**config.mk**
```make
export PLATFORM = sky130hd
export DESIGN_NAME = avmm_rr_arbiter
export DESIGN_NICKNAME = d
export VERILOG_FILES = /design/src/rtl/avmm_rr_arbiter.sv
export SDC_FILE = /design/constraint.sdc
export NUM_CORES = 1
export LEC_CHECK = 0
export CAP_MARGIN = 20
export CELL_PAD_IN_SITES_DETAIL_PLACEMENT = 1
export CELL_PAD_IN_SITES_GLOBAL_PLACEMENT = 1
export CORE_MARGIN = 10
export CORE_UTILIZATION = 20
export CTS_CLUSTER_DIAMETER = 50
export CTS_CLUSTER_SIZE = 14
export DETAILED_ROUTE_END_ITERATION = 7
export GPL_TIMING_DRIVEN = 0
export PLACE_DENSITY = 0.86
export SLEW_MARGIN = 20
export SYNTH_ARGS = -nofsm -noshare
export SYNTH_HDL_FRONTEND = slang
export SYNTH_SLANG_ARGS = --single-unit
```
**constraint.sdc**
```tcl
create_clock -name clk_clk -period 3.5 [get_ports clk_clk]
set_input_delay 0.35 -clock clk_clk [delete_from_list [all_inputs] [get_ports clk_clk]]
set_output_delay 0.35 -clock clk_clk [all_outputs]
set_load 0.03 [all_outputs]
```
**src/rtl/avmm_rr_arbiter.sv**
```systemverilog
// Purpose : N-master -> 1-slave Avalon-MM round-robin arbiter with pipelined read-return routing.
// Latency : request -> slave accept in 2 cycles (one arbitration bubble); read return strobe is combinational.
// Backpres: non-granted masters see waitrequest=1; the granted master sees s_waitrequest; reads block when MAX_PENDING are outstanding.
//
// Ports:
//   clk_clk, reset_reset_n                 clock, async active-low reset
//   m_address/m_read/m_write/m_writedata/
//   m_byteenable/m_waitrequest             packed per-master Avalon-MM slave-side ports
//   m_readdata, m_readdatavalid            shared read data, one-hot return strobe
//   s_*                                    master-side port toward the SDRAM controller
//   rsp_err                                sticky: read data returned with no outstanding read
//   grant_cnt                              per-master 16-bit accepted-transaction counters
// Build option: define ARB_STATS_EN to enable grant_cnt counters; otherwise grant_cnt reads 0.
module avmm_rr_arbiter #(
  parameter int NUM_MASTERS = 2,
  parameter int ADDR_W      = 24,
  parameter int DATA_W      = 32,
  parameter int MAX_PENDING = 8
) (
  input  logic                                clk_clk,
  input  logic                                reset_reset_n,
  input  logic [NUM_MASTERS*ADDR_W-1:0]       m_address,
  input  logic [NUM_MASTERS-1:0]              m_read,
  input  logic [NUM_MASTERS-1:0]              m_write,
  input  logic [NUM_MASTERS*DATA_W-1:0]       m_writedata,
  input  logic [NUM_MASTERS*(DATA_W/8)-1:0]   m_byteenable,
  output logic [NUM_MASTERS-1:0]              m_waitrequest,
  output logic [DATA_W-1:0]                   m_readdata,
  output logic [NUM_MASTERS-1:0]              m_readdatavalid,
  output logic [ADDR_W-1:0]                   s_address,
  output logic                                s_read,
  output logic                                s_write,
  output logic [DATA_W-1:0]                   s_writedata,
  output logic [(DATA_W/8)-1:0]               s_byteenable,
  input  logic                                s_waitrequest,
  input  logic [DATA_W-1:0]                   s_readdata,
  input  logic                                s_readdatavalid,
  output logic                                rsp_err,
  output logic [NUM_MASTERS*16-1:0]           grant_cnt
);

  localparam int BE_W   = DATA_W / 8;
  localparam int TAG_W  = (NUM_MASTERS > 1) ? $clog2(NUM_MASTERS) : 1;
  localparam int FPTR_W = (MAX_PENDING > 1) ? $clog2(MAX_PENDING) : 1;
  localparam int CNT_W  = $clog2(MAX_PENDING + 1);

  typedef enum logic {S_IDLE = 1'b0, S_BUSY = 1'b1} state_e;

  state_e             state_q;
  logic [TAG_W-1:0]   grant_q;
  logic [TAG_W-1:0]   rr_ptr_q;

  // Tag FIFO: remembers which master issued each outstanding read.
  logic [TAG_W-1:0]   fifo_mem_q [MAX_PENDING];
  logic [FPTR_W-1:0]  wr_ptr_q, rd_ptr_q;
  logic [CNT_W-1:0]   fifo_cnt_q, fifo_cnt_d;
  logic               rsp_err_q;

  logic               can_read;
  logic [NUM_MASTERS-1:0] eligible;
  logic               win_vld;
  logic [TAG_W-1:0]   win_idx;
  logic [TAG_W-1:0]   win_next;
  logic               busy;
  logic               g_read, g_write, g_req;
  logic               accept, push, pop;
  logic [TAG_W-1:0]   fifo_head;

  assign can_read = (fifo_cnt_q < CNT_W'(MAX_PENDING));

  // A master asserting both read and write is treated as a read, so it is
  // blocked when the tag FIFO is full even though a write would fit.
  always_comb begin
    eligible = '0;
    for (int i = 0; i < NUM_MASTERS; i++) begin
      eligible[i] = m_read[i] ? can_read : m_write[i];
    end
  end

  // First eligible master at or after the round-robin pointer, with wrap.
  always_comb begin
    int cand;
    win_vld = 1'b0;
    win_idx = '0;
    cand    = 0;
    for (int k = 0; k < NUM_MASTERS; k++) begin
      cand = int'(rr_ptr_q) + k;
      if (cand >= NUM_MASTERS) cand = cand - NUM_MASTERS;
      if (!win_vld && eligible[cand]) begin
        win_vld = 1'b1;
        win_idx = TAG_W'(cand);
      end
    end
  end

  assign win_next = (win_idx == TAG_W'(NUM_MASTERS - 1)) ? '0 : win_idx + TAG_W'(1);

  assign busy    = (state_q == S_BUSY);
  assign g_read  = m_read[grant_q];
  assign g_write = m_write[grant_q] & ~g_read;
  assign g_req   = g_read | g_write;
  assign accept  = busy & g_req & ~s_waitrequest;
  assign push    = accept & g_read;
  assign pop     = s_readdatavalid & (fifo_cnt_q != '0);

  // Arbitration FSM. A granted master that drops its request releases the
  // slot without a transfer.
  always_ff @(posedge clk_clk or negedge reset_reset_n) begin
    if (!reset_reset_n) begin
      state_q  <= S_IDLE;
      grant_q  <= '0;
      rr_ptr_q <= '0;
    end else begin
      case (state_q)
        S_IDLE: begin
          if (win_vld) begin
            grant_q  <= win_idx;
            rr_ptr_q <= win_next;
            state_q  <= S_BUSY;
          end
        end
        S_BUSY: begin
          if (!g_req || !s_waitrequest) state_q <= S_IDLE;
        end
        default: state_q <= S_IDLE;
      endcase
    end
  end

  // Slave-side mux: only the granted master's fields reach the slave.
  always_comb begin
    s_address    = '0;
    s_writedata  = '0;
    s_byteenable = '0;
    s_read       = 1'b0;
    s_write      = 1'b0;
    if (busy) begin
      s_address    = m_address[grant_q*ADDR_W +: ADDR_W];
      s_writedata  = m_writedata[grant_q*DATA_W +: DATA_W];
      s_byteenable = m_byteenable[grant_q*BE_W +: BE_W];
      s_read       = g_read;
      s_write      = g_write;
    end
  end

  always_comb begin
    m_waitrequest = '1;
    if (busy) m_waitrequest[grant_q] = s_waitrequest;
  end

  assign fifo_head = fifo_mem_q[rd_ptr_q];

  always_comb begin
    m_readdatavalid = '0;
    if (pop) m_readdatavalid[fifo_head] = 1'b1;
  end

  assign m_readdata = s_readdata;

  always_comb begin
    fifo_cnt_d = fifo_cnt_q;
    case ({push, pop})
      2'b10:   fifo_cnt_d = fifo_cnt_q + CNT_W'(1);
      2'b01:   fifo_cnt_d = fifo_cnt_q - CNT_W'(1);
      default: fifo_cnt_d = fifo_cnt_q;
    endcase
  end

  // Tag storage needs no reset: the count and pointers define validity.
  always_ff @(posedge clk_clk) begin
    if (push) fifo_mem_q[wr_ptr_q] <= grant_q;
  end

  always_ff @(posedge clk_clk or negedge reset_reset_n) begin
    if (!reset_reset_n) begin
      wr_ptr_q   <= '0;
      rd_ptr_q   <= '0;
      fifo_cnt_q <= '0;
      rsp_err_q  <= 1'b0;
    end else begin
      fifo_cnt_q <= fifo_cnt_d;
      if (push) wr_ptr_q <= (wr_ptr_q == FPTR_W'(MAX_PENDING - 1)) ? '0 : wr_ptr_q + FPTR_W'(1);
      if (pop)  rd_ptr_q <= (rd_ptr_q == FPTR_W'(MAX_PENDING - 1)) ? '0 : rd_ptr_q + FPTR_W'(1);
      // Read data with nothing outstanding cannot be routed; flag it until reset.
      if (s_readdatavalid && (fifo_cnt_q == '0)) rsp_err_q <= 1'b1;
    end
  end

  assign rsp_err = rsp_err_q;

`ifdef ARB_STATS_EN
  logic [15:0] stat_cnt_q [NUM_MASTERS];

  always_ff @(posedge clk_clk or negedge reset_reset_n) begin
    if (!reset_reset_n) begin
      for (int i = 0; i < NUM_MASTERS; i++) stat_cnt_q[i] <= '0;
    end else if (accept) begin
      stat_cnt_q[grant_q] <= stat_cnt_q[grant_q] + 16'd1;
    end
  end

  for (genvar gi = 0; gi < NUM_MASTERS; gi++) begin : g_stat
    assign grant_cnt[gi*16 +: 16] = stat_cnt_q[gi];
  end
`else
  assign grant_cnt = '0;
`endif

endmodule

```
* Yosys cells after proc, flatten, opt, wreduce, memory -nomap -nowiden
Memories as Yosys holds them, arrays and structs flattened.
Index checks and enable logic that the tools add are counted.
** Storage, ports and cells
- Memories :: 1
- Register bits after elaboration :: 14
- Input bits :: 160
- Output and inout bits :: 131
- Memory bits (writable) :: 8
- Logic and storage cells :: 94
** Memory list
- fifo_mem_q :: depth 8, width 1, read ports 1, clocked after memory_dff 0, wr ports 1, RTL line 54 : logic [TAG_W-1:0] fifo_mem_q [MAX_PENDING];
** Operators by class
- Bitwise gates (word level) :: 11
- Reductions and logical operators :: 12
- $add $sub $neg :: 8
- Multiply operators :: 1
- Shifts and indexed selects :: 3
- Equal/unequal tests :: 4
- $lt $le $gt $ge :: 9
- Multiplexer cells :: 38
** Operators by type and width (count)
- $mux W32 :: 3
- $lt A32 B3 Y1 const B :: 2
- $shiftx A64 B7 Y32 :: 1
- $shiftx A48 B7 Y24 :: 1
- $mux W1 :: 25
- $mux W24 :: 1
- $pmux W4 S2 :: 1
- $shiftx A8 B4 Y4 :: 1
- $add A3 B1 Y3 const B :: 2
- $eq A3 B3 Y1 const B :: 2
- $mux W3 :: 2
- $and A1 B1 Y1 :: 5
- $add A4 B1 Y4 const B :: 1
- $logic_and A1 B1 Y1 :: 4
- $logic_not A4 Y1 :: 1
- $lt A1 B2 Y1 const B :: 2
- $lt A4 B4 Y1 const B :: 1
- $mux W2 :: 2
- $mux W4 :: 1
- $reduce_bool A4 Y1 :: 1
- $sub A4 B1 Y4 const B :: 1
- $logic_not A1 Y1 :: 3
- $mul A1 B2 Y3 const B :: 1
- $not A1 Y1 :: 3
- 17 further kinds :: 19

* Logic depth before layout (Yosys ltp)
Gate-level depths: netlist of the first run.
- Depth in word-level cells :: 11
- Gate-level depth with buffers :: 11
- Gate-level depth less buffers :: 10

* Worst setup path before layout of the first run
OpenSTA, ideal clock, no wires.
- Path type :: register -> register
- Start point :: register fifo_cnt_q[1]
- End point :: register fifo_cnt_q[2]
- Setup slack :: 1.323 ns
- Required time :: 3.371 ns
- Data arrival time :: 2.047 ns
- Buffers on the path :: 0
- Cell stages (with the launch flop) :: 10
- Period minus slack after synthesis :: 2.177 ns
- Setup time :: 0.129 ns
- Cells stage by stage :: dfrtp_1 > o41ai_4 > inv_2 > ha_1 > xor2_1 > ha_1 > a21oi_1 > xor2_1 > nor2_1 > xor2_1
** Between the ends
- Cells in the longest elaborated chain, start to end :: 4
** RTL lines
- from (decl) :: RTL line 56 : logic [CNT_W-1:0] fifo_cnt_q, fifo_cnt_d;
- from (signal assigned) :: RTL line 181 : fifo_cnt_q <= fifo_cnt_d;
- $reduce_bool A4 Y1 * :: RTL line 104 : assign pop = s_readdatavalid & (fifo_cnt_q != '0);
- $and A1 B1 Y1 * :: RTL line 104
- via pop :: RTL line 66 : logic accept, push, pop;
- $eq A2 B1 Y1 or $eq A2 B2 Y1 (tied branches) :: RTL line 162 : case ({push, pop})
- $pmux W4 S2 or $reduce_bool A2 Y1 (tied branches)
The timed path passes the listed nets; every way through them passes the cells marked *.
A chain may end at the register's enable or synchronous reset.

* Worst setup path in the final report of the first run
- Start point :: register grant_q
- End point :: output port s_write
** Between the ends
- Cells in the longest elaborated chain, start to end :: 5
** RTL lines
- from (decl) :: RTL line 50 : logic [TAG_W-1:0] grant_q;
- from (signal assigned) :: RTL line 117 : grant_q <= win_idx;
- $mux W1 (implied by the code) (2 in a row) :: RTL line 99 : assign g_read = m_read[grant_q];
- $not A1 Y1 :: RTL line 100 : assign g_write = m_write[grant_q] & ~g_read;
- $and A1 B1 Y1 * :: RTL line 100
- $mux W1 * :: RTL line 137 : if (busy) begin
- to (decl) :: RTL line 32 : output logic s_write,
Mark *: on every way between the ends. The rest lies on a longest branch, timed or not. The select of a mux whose other input is x is not followed.

==> results of run 1 <==
-- worst paths after layout --
| kind | end | slack, ns | cells past startpoint |
|---|---|---|---|
| min in group asynchronous | rd_ptr_q[0] | 0.50 | 1 |
| max in group asynchronous | fifo_cnt_q[1] | 2.56 | 1 |
| worst max-delay path | s_write | 0.68 | 6 |
| worst min register to register | rr_ptr_q | 0.47 | 1 |
| worst min-delay path | rr_ptr_q | 0.47 | 1 |
| worst max register to register | fifo_cnt_q[2] | 1.02 | 11 |
-- critical path, stage by stage, from the launching register on --
cell and delay [ns]:
sky130_fd_sc_hd__dfrtp_1 0.47, sky130_fd_sc_hd__buf_2 0.22, sky130_fd_sc_hd__buf_6 0.18, sky130_fd_sc_hd__buf_2 0.30, sky130_fd_sc_hd__mux2i_1 0.22, sky130_fd_sc_hd__and2_1 0.14
sky130_fd_sc_hd__clkdlybuf4s50_1 0.68
-- where the power goes --
part | switching, mW | internal [mW]
Combinational | 1.59 | 1.31
Clock | 0.0961 | 0.227
Sequential | 0.125 | 0.372
Total | 1.81 | 1.91
-- layout by cell type, fill, tap and decap left out, types with 3 or more instances in the layout --
cell and count:
sky130_fd_sc_hd__mux2i_1 63, sky130_fd_sc_hd__dfrtp_1 14, sky130_fd_sc_hd__buf_2 4, sky130_fd_sc_hd__nand2_1 13
sky130_fd_sc_hd__clkbuf_1 7, sky130_fd_sc_hd__buf_4 67, sky130_fd_sc_hd__nor3_1 5, sky130_fd_sc_hd__ha_1 7
sky130_fd_sc_hd__a21oi_1 5, sky130_fd_sc_hd__edfxtp_1 8, sky130_fd_sc_hd__inv_1 3, sky130_fd_sc_hd__xor2_1 3
sky130_fd_sc_hd__nor2b_1 62, sky130_fd_sc_hd__conb_1 32, sky130_fd_sc_hd__clkbuf_16 3, sky130_fd_sc_hd__nand2b_1 7
sky130_fd_sc_hd__nor2_1 11, sky130_fd_sc_hd__o21ai_0 4, sky130_fd_sc_hd__clkdlybuf4s50_1 226
-- state kept, by name, summed over array words and instances, names as in the netlist --
signal / count
fifo_cnt_q: 4
fifo_mem_q: 8
rr_ptr_q: 1
rsp_err: 1
rd_ptr_q: 3
grant_q: 1
wr_ptr_q: 3
busy: 1
-- stage by stage --
step / setup slack, ns / hold slack [ns] / utilization
2_1_floorplan: 1.32 / 0.0544 / -
3_3_place_gp: 0.813 / 0.443 / 0.400
3_5_place_dp: 0.698 / 0.459 / 0.400
4_1_cts: 0.642 / 0.467 / 0.408
5_1_grt: 0.511 / 0.499 / 0.408
6_report: 0.675 / 0.467 / 0.408
-- logic make-up (layout without fill, tap and decap cells) --
group	after synthesis	count (layout)	synth area share
compound gates	16	16	0.0447
fa+ha+maj	7	7	0.0322
xor+xnor	5	5	0.0161
other cells	1	32	0.00138
mux	67	67	0.260
flops	22	22	0.217
buf+inv	83	313	0.212
simple gates	104	104	0.216
-- final cells by class --
cell class | count | area [sq um] | share of cell area
repair buffers | 226 | 2260 | 0.417
clock inverters | 1 | 30.0 | 0.00554
well taps | 176 | 220 | 0.0406
inverters | 4 | 15.0 | 0.00277
plain buffers | 79 | 561 | 0.103
clock buffers | 3 | 75.1 | 0.0139
flip-flops and latches | 22 | 591 | 0.109
multi-input cells | 231 | 1670 | 0.307
-- routing by layer --
metal	up-vias	GRT usage	wire, um	part of all wire
met1	1414	0.118	4360	0.32
met3	9	0.0598	1490	0.11
met5	-	0	0	0
met2	149	0.263	7510	0.56
met4	0	0.0172	110	0.0082
li1	1446	-	-	-
==> out/qor_table.md, run 1 <==
| Stage | Result | Reported |
|---|---|---|
| status | Outcome | finished, final reports clean |
| route | Number of nets with antenna violations after detailed routing | 0 |
| synth | Number of cells produced by synthesis | 305 |
| synth | Share of the synthesized area in the top cell type | 0.232 |
| global routing | Via count of the first global-routing pass | 3536 |
| timing | Setup total negative slack | 0 ns |
| critical path | Critical Path Fanout Max | 10 |
| critical path | Critical path start-end classification | register to primary output |
| global routing | Overflow after GRT | 0 |
| layout | Post-route cell area | 0.00542 sq mm |
| cts | Skew-Pair Late Insertion Delay | 0.26 ns |
| synth | Count of synthesis-stage warnings from yosys | 0 |
| synth | Number of distinct library cell variants in the gate-level netlist after synthesis | 33 |
| synth | Flip-flop and latch count after synthesis | 22 |
| floorplanning | Floorplan row count | 42 |
| synth | Leading cell types by total area after synthesis | sky130_fd_sc_hd__mux2i_1 (23%), sky130_fd_sc_hd__buf_4 (19%), sky130_fd_sc_hd__nor2b_1 (14%), sky130_fd_sc_hd__dfrtp_1 (13%), sky130_fd_sc_hd__edfxtp_1 (8.8%) |
| cts | Number of H-tree branching levels | 1 |
| cts | Clock tree from TritonCTS | yes |
| floorplanning | Placeable core region | 0.0133 sq mm |
| timing | Number of setup violations in the final report | 0 |
| route | Routed wire per std cell | 18.2 um |
| synth | Post-synthesis instance area | 0.00272 sq mm |
| route | Vias per inst | 4.07 |
| cts | CTS sink cnt | 22 |
| synth | Async set-or-reset flop fraction in the synthesized netlist | 0.636 |
| cts | Post-CTS sizing | 0 |
| critical path | Kind of start point of the critical path | register |
| synth | Number of synthesized flops with an enable pin | 8 |
| timing | Tmin final | 2.82 ns |
| critical path | Launch instance of the worst register-to-register path | grant_q |
| cts | Total of hold buffers inserted after clock tree synthesis | 0 |
| synth | Top flip-flop cell by instance count after synthesis | sky130_fd_sc_hd__dfrtp_1 |
| cts | Post-CTS Repair Setup Buffers | 0 |
| place | Number of buffer cells added on primary ports | 226 |
| cts | Clock transition time at the flip-flop clock pins of the worst setup and hold paths | 0.06 ns |
| place | Dpl cell area | 0.00532 sq mm |
| global routing | Largest net degree at the start of global routing | 15 |
| cts | Maximum count of clock buffers along a single path | 2 |
| place | # placed instances | 738 |
| route | Drt total wl | 13500 um |
| critical path | CP arrival | 2.47 ns |
| route | Iteration-0 DRC Markers | 69 |
| power | Post-layout total power | 3.72 mW |
| route | Number of search-and-repair iterations in the first detailed-routing pass | 4 |
| global routing | First-pass GRT wire length | 19300 um |
| layout | Proportion of layout cells with a drive suffix above 1 | 0.147 |
| synth | Most frequent cell after synthesis | sky130_fd_sc_hd__buf_4 |
| place | Final weighted congestion of routability-driven global placement | 0.775 |
| timing | Clock Skews | 0.00184 ns |
| layout | Number of standard cells in the layout, taps in and fillers out | 742 |
| floorplanning | Die boundary height | 137 um |
| power | Leakage power of the design | 2.37 nW |
| place | Estimated wirelength of the detail-placed design | 12200 um |
| layout | Area delta synth->final | 99.5% |
| timing | Worst slew margin relative to its limit | 0.545 |
| timing | RSZ-0062 raised after global routing | false |
| timing | Peak clock frequency supported by timing | 0.354 GHz |
| worst hold path | Classification of the worst-slack hold path | register to register |
| critical path | Crit. Startpoint | grant_q |
| floorplanning | Die X | 137 um |
| layout | Number of filler cells placed in the layout | 1579 |
| timing | Final hold violation count | 0 |
| synth | Synthesized area per cell | 8.91 sq um |
| floorplanning | Initial cell density of the core | 0.204 |
| power | Cell area power density | 687 mW/mm^2 |
| run | Number of maximum-capacitance constraint violations | 0 |
| synth | Sequential area share after synthesis | 0.217 |
| global routing | Antenna violations before repair | 0 |
| timing | Final cycle utilization of the critical path | 0.807 |
| route | Final routed DRC violation total | 0 |
| layout | Number of diodes added for antenna fixing | 0 |
| power | Maximum resistive drop on vdd | 0.000299 V |
| timing | Fin. max-slew vios | 0 |
| synth | Top cells by count, synth | sky130_fd_sc_hd__buf_4 (67), sky130_fd_sc_hd__mux2i_1 (63), sky130_fd_sc_hd__nor2b_1 (62) |
| critical path | CP endpoint kind | primary output |
| cts | Root buffer selected by CTS | sky130_fd_sc_hd__clkbuf_16 |
| synth | Largest area contributor in the netlist | sky130_fd_sc_hd__mux2i_1 |
| layout | Final net count | 734 |
| floorplanning | Die Area | 0.0186 sq mm |
| route | Vias after detailed routing | 3018 |
| cts | Number of buffers added by the clock tree synthesis step | 3 |
| floorplanning | I/O pins | 291 |
| timing | Slew at the pin closest to its max-slew limit | 0.680 ns |
| worst hold path | Critical hold path startpoint | rr_ptr_q |
| global routing | Global router's overall resource usage | 0.131 |
| critical path | Worst EP required | 3.15 ns |
Note: power is estimated with default switching activity, not from simulation.
==> inputs of run 2 (changes only) <==
CORE_UTILIZATION = 19   (was 20)
PLACE_DENSITY = 0.82   (was 0.86)
clock period = 2.6 ns   (was 3.5 ns; I/O delays follow)
==> run 2 against run 1 <==
Effect of this change: sequential power grew 35%; count of clock-buffer cells in the layout grew 1; critical path type unchanged; sequential cell count is the same; largest cell class unchanged; die area grew 4.5%; sequential share of layout area is essentially flat.
==> out/qor_table.md, run 2 (synthesized netlist as in run 1, its figures left out) <==
| Stage | Result | Reported | vs previous |
|---|---|---|---|
| status | Outcome | finished, final reports clean |  |
| cts | Maximum count of clock buffers along a single path | 2 | unchanged |
| global routing | Overflow after GRT | 0 | unchanged |
| route | Vias per inst | 4.03 | -0.96% |
| place | Final weighted congestion of routability-driven global placement | 0.804 | +3.7% |
| layout | Most frequent standard cell in the layout excluding fill and tap cells | sky130_fd_sc_hd__clkdlybuf4s50_1 |  |
| route | Iteration-0 DRC Markers | 84 | +22% |
| critical path | Worst EP required | 2.34 ns | -0.81 ns |
| critical path | Kind of cell adding the most delay to the critical path | buffers and inverters |  |
| timing | Final critical-path setup slack | 0.112 ns | -0.563 ns |
| power | Cell internal pwr | 2.36 mW | +24% |
| timing | Slew at the pin closest to its max-slew limit | 0.678 ns | -0.00194 ns |
| place | Worst slack after detailed placement | -0.152 ns | -0.850 ns |
| global routing | First-pass GRT wire length | 20400 um | +5.4% |
| global routing | Global router's overall resource usage | 0.130 | -0.000870 |
| critical path | Worst stage delay on the critical path | 0.60 ns | -0.08 ns |
| layout | Number of diodes added for antenna fixing | 0 | unchanged |
| cts | Number of buffers added by the clock tree synthesis step | 3 | unchanged |
| power | Net Sw Power | 2.43 mW | +34% |
| power | Cell area power density | 886 mW/mm^2 | +29% |
| route | Final routed DRC violation total | 0 | unchanged |
| timing | Fin. max-slew vios | 0 | unchanged |
| cts | Number of H-tree branching levels | 1 | unchanged |
| critical path | CP arrival | 2.23 ns | -0.24 ns |
| layout | Largest registers in the final layout | fifo_mem_q: 8 flops, fifo_cnt_q: 4 flops |  |
| power | Maximum resistive drop on vdd | 0.000415 V | +39% |
| cts | Clock transition time at the flip-flop clock pins of the worst setup and hold paths | 0.06 ns | about the same |
| power | Logic pwr share | 0.791 | +0.011 |
| place | Estimated wirelength of the detail-placed design | 12300 um | +0.82% |
| layout | Register containing the most flip-flops in the final layout | fifo_mem_q |  |
| critical path | Critical path start-end classification | register to primary output |  |
| critical path | Number of buffers and inverters on the critical path | 3 | -1 |
| timing | Number of setup violations in the final report | 0 | unchanged |
| layout | Commonest cells after routing, fill and taps aside | sky130_fd_sc_hd__clkdlybuf4s50_1 (185), sky130_fd_sc_hd__buf_4 (67), sky130_fd_sc_hd__mux2i_1 (62), sky130_fd_sc_hd__nor2b_1 (62), sky130_fd_sc_hd__conb_1 (32) |  |
| layout | Proportion of layout cells with a drive suffix above 1 | 0.152 | +0.00530 |
| power | Leakage power of the design | 2.64 nW | +11% |
| route | Drt total wl | 13800 um | +2.3% |
| critical path | Slowest stage cell on the critical path | sky130_fd_sc_hd__clkdlybuf4s50_1 |  |
| floorplanning | Initial cell density of the core | 0.195 | -0.00937 |
| floorplanning | Placeable core region | 0.0139 sq mm | +4.8% |
| global routing | Antenna violations before repair | 0 | unchanged |
| power | Switching Share | 0.507 | +0.0212 |
| timing | Final hold violation count | 0 | unchanged |
| timing | Clock Skews | 0.00143 ns | -0.000411 ns |
| critical path | Critical Path Fanout Max | 10 | unchanged |
| timing | Peak clock frequency supported by timing | 0.402 GHz |  |
| route | Vias after detailed routing | 3005 | -0.43% |
| timing | Final cycle utilization of the critical path | 0.957 |  |
| power | Sequential group share of total power | 0.140 | +0.007 |
| route | Number of search-and-repair iterations in the first detailed-routing pass | 4 | unchanged |
| critical path | CP endpoint kind | primary output |  |
| critical path | CP cell instances | buf_2 -> buf_2 -> mux2i_1 -> nor2b_1 -> clkdlybuf4s50_1 |  |
| cts | Skew-Pair Late Insertion Delay | 0.26 ns | about the same |
| floorplanning | Die X | 140 um | +2.2% |
| cts | Root buffer selected by CTS | sky130_fd_sc_hd__clkbuf_16 |  |
| cts | Total of hold buffers inserted after clock tree synthesis | 0 | unchanged |
| worst hold path | Classification of the worst-slack hold path | primary input to asynchronous set/reset pin |  |
| critical path | Kind of start point of the critical path | register |  |
| place | Number of buffer cells added on primary ports | 226 | unchanged |
| floorplanning | I/O pins | 291 | unchanged |
| cts | Clock tree from TritonCTS | yes |  |
| layout | Area delta synth->final | 99.4% | about the same |
| power | Clock group share of total power | 0.069 | -0.018 |
| layout | Final net count | 734 | unchanged |
| critical path | Cell occurring most often along the worst timing path | sky130_fd_sc_hd__buf_2 |  |
| timing | Setup total negative slack | 0 ns | unchanged |
| timing | Tmin final | 2.49 ns |  |
| run | Number of maximum-capacitance constraint violations | 0 | unchanged |
| global routing | Via count of the first global-routing pass | 3480 | -1.6% |
| timing | Hold slack | 0.416 ns | -0.0506 ns |
| route | Number of nets with antenna violations after detailed routing | 0 | unchanged |
| floorplanning | Die Area | 0.0195 sq mm | +4.5% |
| cts | CTS sink cnt | 22 | unchanged |
| timing | RSZ-0062 raised after global routing | true |  |
| timing | Worst slew margin relative to its limit | 0.547 | +0.00129 |
| route | Routed wire per std cell | 18.5 um | +1.7% |
| global routing | Largest net degree at the start of global routing | 15 | unchanged |
| floorplanning | Floorplan row count | 43 | +2.4% |
| layout | Final cell utilization of the core | 0.389 | -0.0189 |
| floorplanning | Die boundary height | 140 um | +2.2% |
| layout | Max reg flops | 8 | unchanged |
[run 2: path summary, 6_finish.rpt]
check,from,end,slack (ns),depth (start not counted)
setup / recovery,grant_q,s_writedata[7],0.11,5
hold / removal,reset_reset_n,wr_ptr_q[1],0.42,1
setup reg to reg,grant_q,fifo_cnt_q[2],0.15,11
hold reg to reg,rr_ptr_q,rr_ptr_q,0.48,1
max in group asynchronous,reset_reset_n,grant_q,1.71,1
min in group clk_clk,rr_ptr_q,rr_ptr_q,0.48,1
[run 2: layout make-up]
class / instances / area (sq um)
Buffer: 79 / 562
Clock buffer: 4 / 78.8
Fill cell: 1656 / 8520
Inverter: 4 / 15.0
Multi-Input combinational cell: 231 / 1680
Sequential cell: 22 / 592
Tap cell: 180 / 225
Timing Repair Buffer: 226 / 2270
[run 2: per-layer routing]
| layer | routed length (um) | global-route usage | up-vias |
|---|---|---|---|
| met5 | 0 | 0 | - |
| met4 | 198 | 0.0277 | 0 |
| met3 | 1330 | 0.0561 | 13 |
| met2 | 7770 | 0.261 | 133 |
| met1 | 4490 | 0.116 | 1416 |
| li1 | - | - | 1443 |
[run 2: metrics by stage]
stage / instance area, sq um / std cells / power (mW)
floorplan: 2830 / 336 / 3.09
global placement: 5320 / 742 / 4.52
detailed placement: 5320 / 742 / 4.64
CTS: 5370 / 746 / 4.89
global route: 5420 / 746 / 5.11
finish: 5420 / 746 / 4.80
[run 2: power groups by stage]
stage	combinational [mW]	clock, mW	sequential [mW]
floorplan	2.45	0	0.643
global placement	3.87	0	0.657
detailed placement	3.97	0	0.675
CTS	3.88	0.341	0.672
global route	4.06	0.357	0.697
finish	3.80	0.329	0.672
[run 2: repair_timing]
item	in CTS	in global routing
setup endpoints to repair	40	38
hold endpoints to repair	0	0
resized for setup	28	18
setup buffers	0	0
[run 2: worst reg2reg max path, stage by stage (launching register included)]
cell and delay (ns):
sky130_fd_sc_hd__dfrtp_2 0.43, sky130_fd_sc_hd__buf_2 0.20, sky130_fd_sc_hd__mux2i_2 0.34, sky130_fd_sc_hd__nor2b_4 0.10, sky130_fd_sc_hd__inv_1 0.15, sky130_fd_sc_hd__ha_2 0.27, sky130_fd_sc_hd__xor2_1 0.10, sky130_fd_sc_hd__ha_1 0.21
sky130_fd_sc_hd__a21oi_1 0.15, sky130_fd_sc_hd__xor2_1 0.18, sky130_fd_sc_hd__nor2_1 0.07, sky130_fd_sc_hd__xor2_1 0.14
==> inputs of run 3 (changes only) <==
ABC_AREA = 1   (was not set)
CORE_UTILIZATION = 16   (was 19)
PLACE_DENSITY = 0.79   (was 0.82)
==> run 3 against run 2 <==
Effect of this change: sequential cell count is the same; final area is 1.1% lower; wire length grew 0.15%; synthesized cell count is 34% higher; sequential power shrank 6.8%; core utilization fell by 4.9 points; first-iteration DRC count down 44%; critical path depth grew 1; synthesized area decreased by 5.9%; die area up 10%; via count rose by 14%; clock skew rose by 0.0034 ns; critical endpoint is now s_read; largest cell class unchanged.
==> out/qor_table.md, run 3 <==
| Stage | Result | Reported | vs previous |
|---|---|---|---|
| layout | Max reg flops | 8 | unchanged |
| timing | Final cycle utilization of the critical path | 0.921 | -0.0364 |
| synth | Top cells by count, synth | sky130_fd_sc_hd__nor2_1 (145), sky130_fd_sc_hd__o21ai_0 (76), sky130_fd_sc_hd__buf_4 (65) |  |
| synth | Number of synthesized flops with an enable pin | 8 | unchanged |
| cts | Clock transition time at the flip-flop clock pins of the worst setup and hold paths | 0.06 ns | about the same |
| power | Leakage power of the design | 2.86 nW | +8.1% |
| floorplanning | Initial cell density of the core | 0.162 | -0.0329 |
| cts | Number of H-tree branching levels | 1 | unchanged |
| layout | Final net count | 838 | +14% |
| route | Routed wire per std cell | 15.6 um | -16% |
| place | Final weighted congestion of routability-driven global placement | 0.759 | -5.6% |
| timing | Clock Skews | 0.00487 ns | +0.00345 ns |
| synth | Synthesized area per cell | 6.25 sq um | -30% |
| route | Iteration-0 DRC Markers | 47 | -44% |
| synth | Share of synthesized cell area in and, or, nand and nor gates | 0.290 | +0.0739 |
| layout | Area delta synth->final | 110% |  |
| route | Drt total wl | 13800 um | +0.15% |
| synth | Sequential area share after synthesis | 0.231 | +0.0137 |
| critical path | Critical path start-end classification | register to primary output |  |
| synth | Share of the synthesized area in the top cell type | 0.213 | -0.0191 |
| cts | Root buffer selected by CTS | sky130_fd_sc_hd__clkbuf_16 |  |
| global routing | First-pass GRT wire length | 20600 um | +1.1% |
| critical path | Critical Path Fanout Max | 11 | +1 |
| global routing | Overflow after GRT | 0 | unchanged |
| route | Number of search-and-repair iterations in the first detailed-routing pass | 4 | unchanged |
| route | Vias after detailed routing | 3436 | +14% |
| synth | Async set-or-reset flop fraction in the synthesized netlist | 0.636 | unchanged |
| synth | Count of synthesis-stage warnings from yosys | 0 | unchanged |
| route | Vias per inst | 3.87 | -3.8% |
| synth | Number of distinct library cell variants in the gate-level netlist after synthesis | 30 | -9.1% |
| layout | Register containing the most flip-flops in the final layout | fifo_mem_q |  |
| critical path | Launch instance of the worst register-to-register path | grant_q |  |
| critical path | CP endpoint kind | primary output |  |
| run | Number of maximum-capacitance constraint violations | 0 | unchanged |
| synth | Multiplexer area fraction after synthesis | 0 | -0.260 |
| critical path | Crit Reg-Reg Endpoint | fifo_cnt_q[2] |  |
| floorplanning | Floorplan row count | 46 | +7.0% |
| timing | Worst slew margin relative to its limit | 0.553 | +0.00583 |
| timing | RSZ-0062 raised after global routing | false |  |
| synth | Flip-flop and latch count after synthesis | 22 | unchanged |
| timing | Setup total negative slack | 0 ns | unchanged |
| floorplanning | Die Area | 0.0214 sq mm | +10% |
| cts | Total of hold buffers inserted after clock tree synthesis | 0 | unchanged |
| synth | Post-synthesis instance area | 0.00255 sq mm | -5.9% |
| cts | Skew-Pair Late Insertion Delay | 0.26 ns | about the same |
| timing | Hold slack | 0.409 ns | -0.00712 ns |
| layout | Proportion of layout cells with a drive suffix above 1 | 0.139 | -0.0131 |
| timing | Fin. max-slew vios | 0 | unchanged |
| synth | Leading cell types by total area after synthesis | sky130_fd_sc_hd__nor2_1 (21%), sky130_fd_sc_hd__buf_4 (19%), sky130_fd_sc_hd__o21ai_0 (15%), sky130_fd_sc_hd__dfrtp_1 (14%), sky130_fd_sc_hd__edfxtp_1 (9.4%) |  |
| cts | Post-CTS Repair Setup Buffers | 0 | unchanged |
| global routing | Antenna violations before repair | 2 | +2 |
| status | Outcome | finished, final reports clean |  |
| synth | Largest area contributor in the netlist | sky130_fd_sc_hd__nor2_1 |  |
| cts | Number of buffers added by the clock tree synthesis step | 3 | unchanged |
| timing | Slew at the pin closest to its max-slew limit | 0.669 ns | -0.00872 ns |
| place | Worst slack after detailed placement | 0.213 ns | +0.365 ns |
| place | Number of buffer cells added on primary ports | 226 | unchanged |
| global routing | Largest net degree at the start of global routing | 15 | unchanged |
| timing | Tmin final | 2.39 ns | -0.0946 ns |
| global routing | Global router's overall resource usage | 0.119 | -0.0108 |
| synth | Xor-xnor portion of the synthesized cell area | 0.0103 | -0.00584 |
| timing | Number of setup violations in the final report | 0 | unchanged |
| timing | Final hold violation count | 0 | unchanged |
| critical path | Worst reg2reg setup slack | 0.35 ns | +0.20 ns |
| place | Estimated wirelength of the detail-placed design | 12300 um | about the same |
| cts | Maximum count of clock buffers along a single path | 2 | unchanged |
| worst hold path | Classification of the worst-slack hold path | primary input to asynchronous set/reset pin |  |
| synth | Largest family of logic cells by synthesized area | simple AND/OR/NAND/NOR gates |  |
| synth | Number of cells produced by synthesis | 409 | +34% |
| timing | Final critical-path setup slack | 0.206 ns | +0.0946 ns |
| critical path | CP arrival | 2.13 ns | -0.10 ns |
| route | Final routed DRC violation total | 0 | unchanged |
| floorplanning | Die boundary height | 146 um | +4.9% |
| power | Cell area power density | 966 mW/mm^2 | +9.1% |
| layout | Commonest cells after routing, fill and taps aside | sky130_fd_sc_hd__clkdlybuf4s50_1 (166), sky130_fd_sc_hd__nor2_1 (145), sky130_fd_sc_hd__o21ai_0 (76), sky130_fd_sc_hd__buf_4 (65), sky130_fd_sc_hd__dlymetal6s2s_1 (34) |  |
| global routing | Via count of the first global-routing pass | 3577 | +2.8% |
| synth | Area share of fa/ha/maj cells after synthesis | 0.0343 | +0.00204 |
| critical path | Kind of start point of the critical path | register |  |
| layout | Largest registers in the final layout | fifo_mem_q: 8 flops, fifo_cnt_q: 4 flops |  |
| cts | Clock tree from TritonCTS | yes |  |
| critical path | Depth of the worst register-to-register path | 11 | unchanged |
| layout | Number of filler cells placed in the layout | 2024 | +22% |
| synth | Complex-gate fraction of the synthesized area | 0.174 | +0.129 |
| floorplanning | Placeable core region | 0.0158 sq mm | +13% |
| synth | Top flip-flop cell by instance count after synthesis | sky130_fd_sc_hd__dfrtp_1 |  |
| power | Maximum resistive drop on vdd | 0.000470 V | +13% |
| cts | CTS sink cnt | 22 | unchanged |
| timing | Peak clock frequency supported by timing | 0.418 GHz | +4.0% |
| floorplanning | Die X | 146 um | +4.9% |
| synth | Most frequent cell after synthesis | sky130_fd_sc_hd__nor2_1 |  |
| floorplanning | I/O pins | 291 | unchanged |
| route | Number of nets with antenna violations after detailed routing | 0 | unchanged |
| critical path | Worst EP required | 2.34 ns | about the same |
| layout | Most frequent standard cell in the layout excluding fill and tap cells | sky130_fd_sc_hd__clkdlybuf4s50_1 |  |
[run 3: report_power, final]
group | internal, mW | switching, mW
Sequential | 0.497 | 0.129
Combinational | 1.49 | 2.67
Clock | 0.267 | 0.125
Total | 2.25 | 2.92
[run 3: logic make-up (layout without fill, tap and decap cells)]
kind of cell | Yosys count | count (layout)
buffers and inverters | 105 | 335
adders and majority gates | 7 | 7
xor gates and xnor gates | 3 | 3
and+or+nand+nor | 187 | 187
DFF | 22 | 22
AOI/OAI and AO/OA | 84 | 84
other | 1 | 33
[run 3: final cells by class]
type / instances / area [sq um] / area share
clock buffers: 4 / 100 / 0.0187
inverters: 21 / 81.3 / 0.0152
diodes: 1 / 2.50 / 0.000467
repair buffers: 226 / 2310 / 0.432
well taps: 216 / 270 / 0.0504
plain buffers: 84 / 579 / 0.108
multi-input cells: 313 / 1420 / 0.265
flip-flops and latches: 22 / 591 / 0.110
[run 3: worst max-delay path, stage by stage, from the launching register on]
cell and delay, ns:
sky130_fd_sc_hd__dfrtp_1 0.57, sky130_fd_sc_hd__buf_6 0.22, sky130_fd_sc_hd__nand2_2 0.07, sky130_fd_sc_hd__o21ai_4 0.09
sky130_fd_sc_hd__inv_1 0.06, sky130_fd_sc_hd__nor2_1 0.15, sky130_fd_sc_hd__clkdlybuf4s50_1 0.72
[run 3: layer usage]
metal  GRT usage  part of all wire  vias up
met3      0.0637              0.12        7
met5           0           0.00094        -
met4      0.0120            0.0038        2
met2       0.232              0.55      148
li1            -                 -     1723
met1       0.110              0.33     1556
[run 3: metrics by stage]
stage	instances	util	cell area, sq um	power, mW
after floorplan	440	-	2670	3.23
after global placement	882	0.330	5200	5.01
after detailed placement	882	0.330	5200	5.07
after CTS	886	0.334	5270	5.33
after global routing	886	0.340	5360	5.61
final	887	0.340	5360	5.18
[run 3: timing repair]
action	4_1_cts	5_1_grt
gates cloned	0	0
resized for setup	26	34
setup endpoints to repair	26	34
[run 3: worst max path at each step]
stage                     cells after the start  slack, ns               end     from
after CTS                                     6    0.00007    s_writedata[7]  grant_q
final                                         6       0.21            s_read  grant_q
after global routing                          5       0.05  m_waitrequest[0]  grant_q
after detailed placement                      6       0.21      s_address[8]  grant_q
after floorplan                              10       0.68     fifo_cnt_q[2]  grant_q
after global placement                        6       0.23      s_address[8]  grant_q
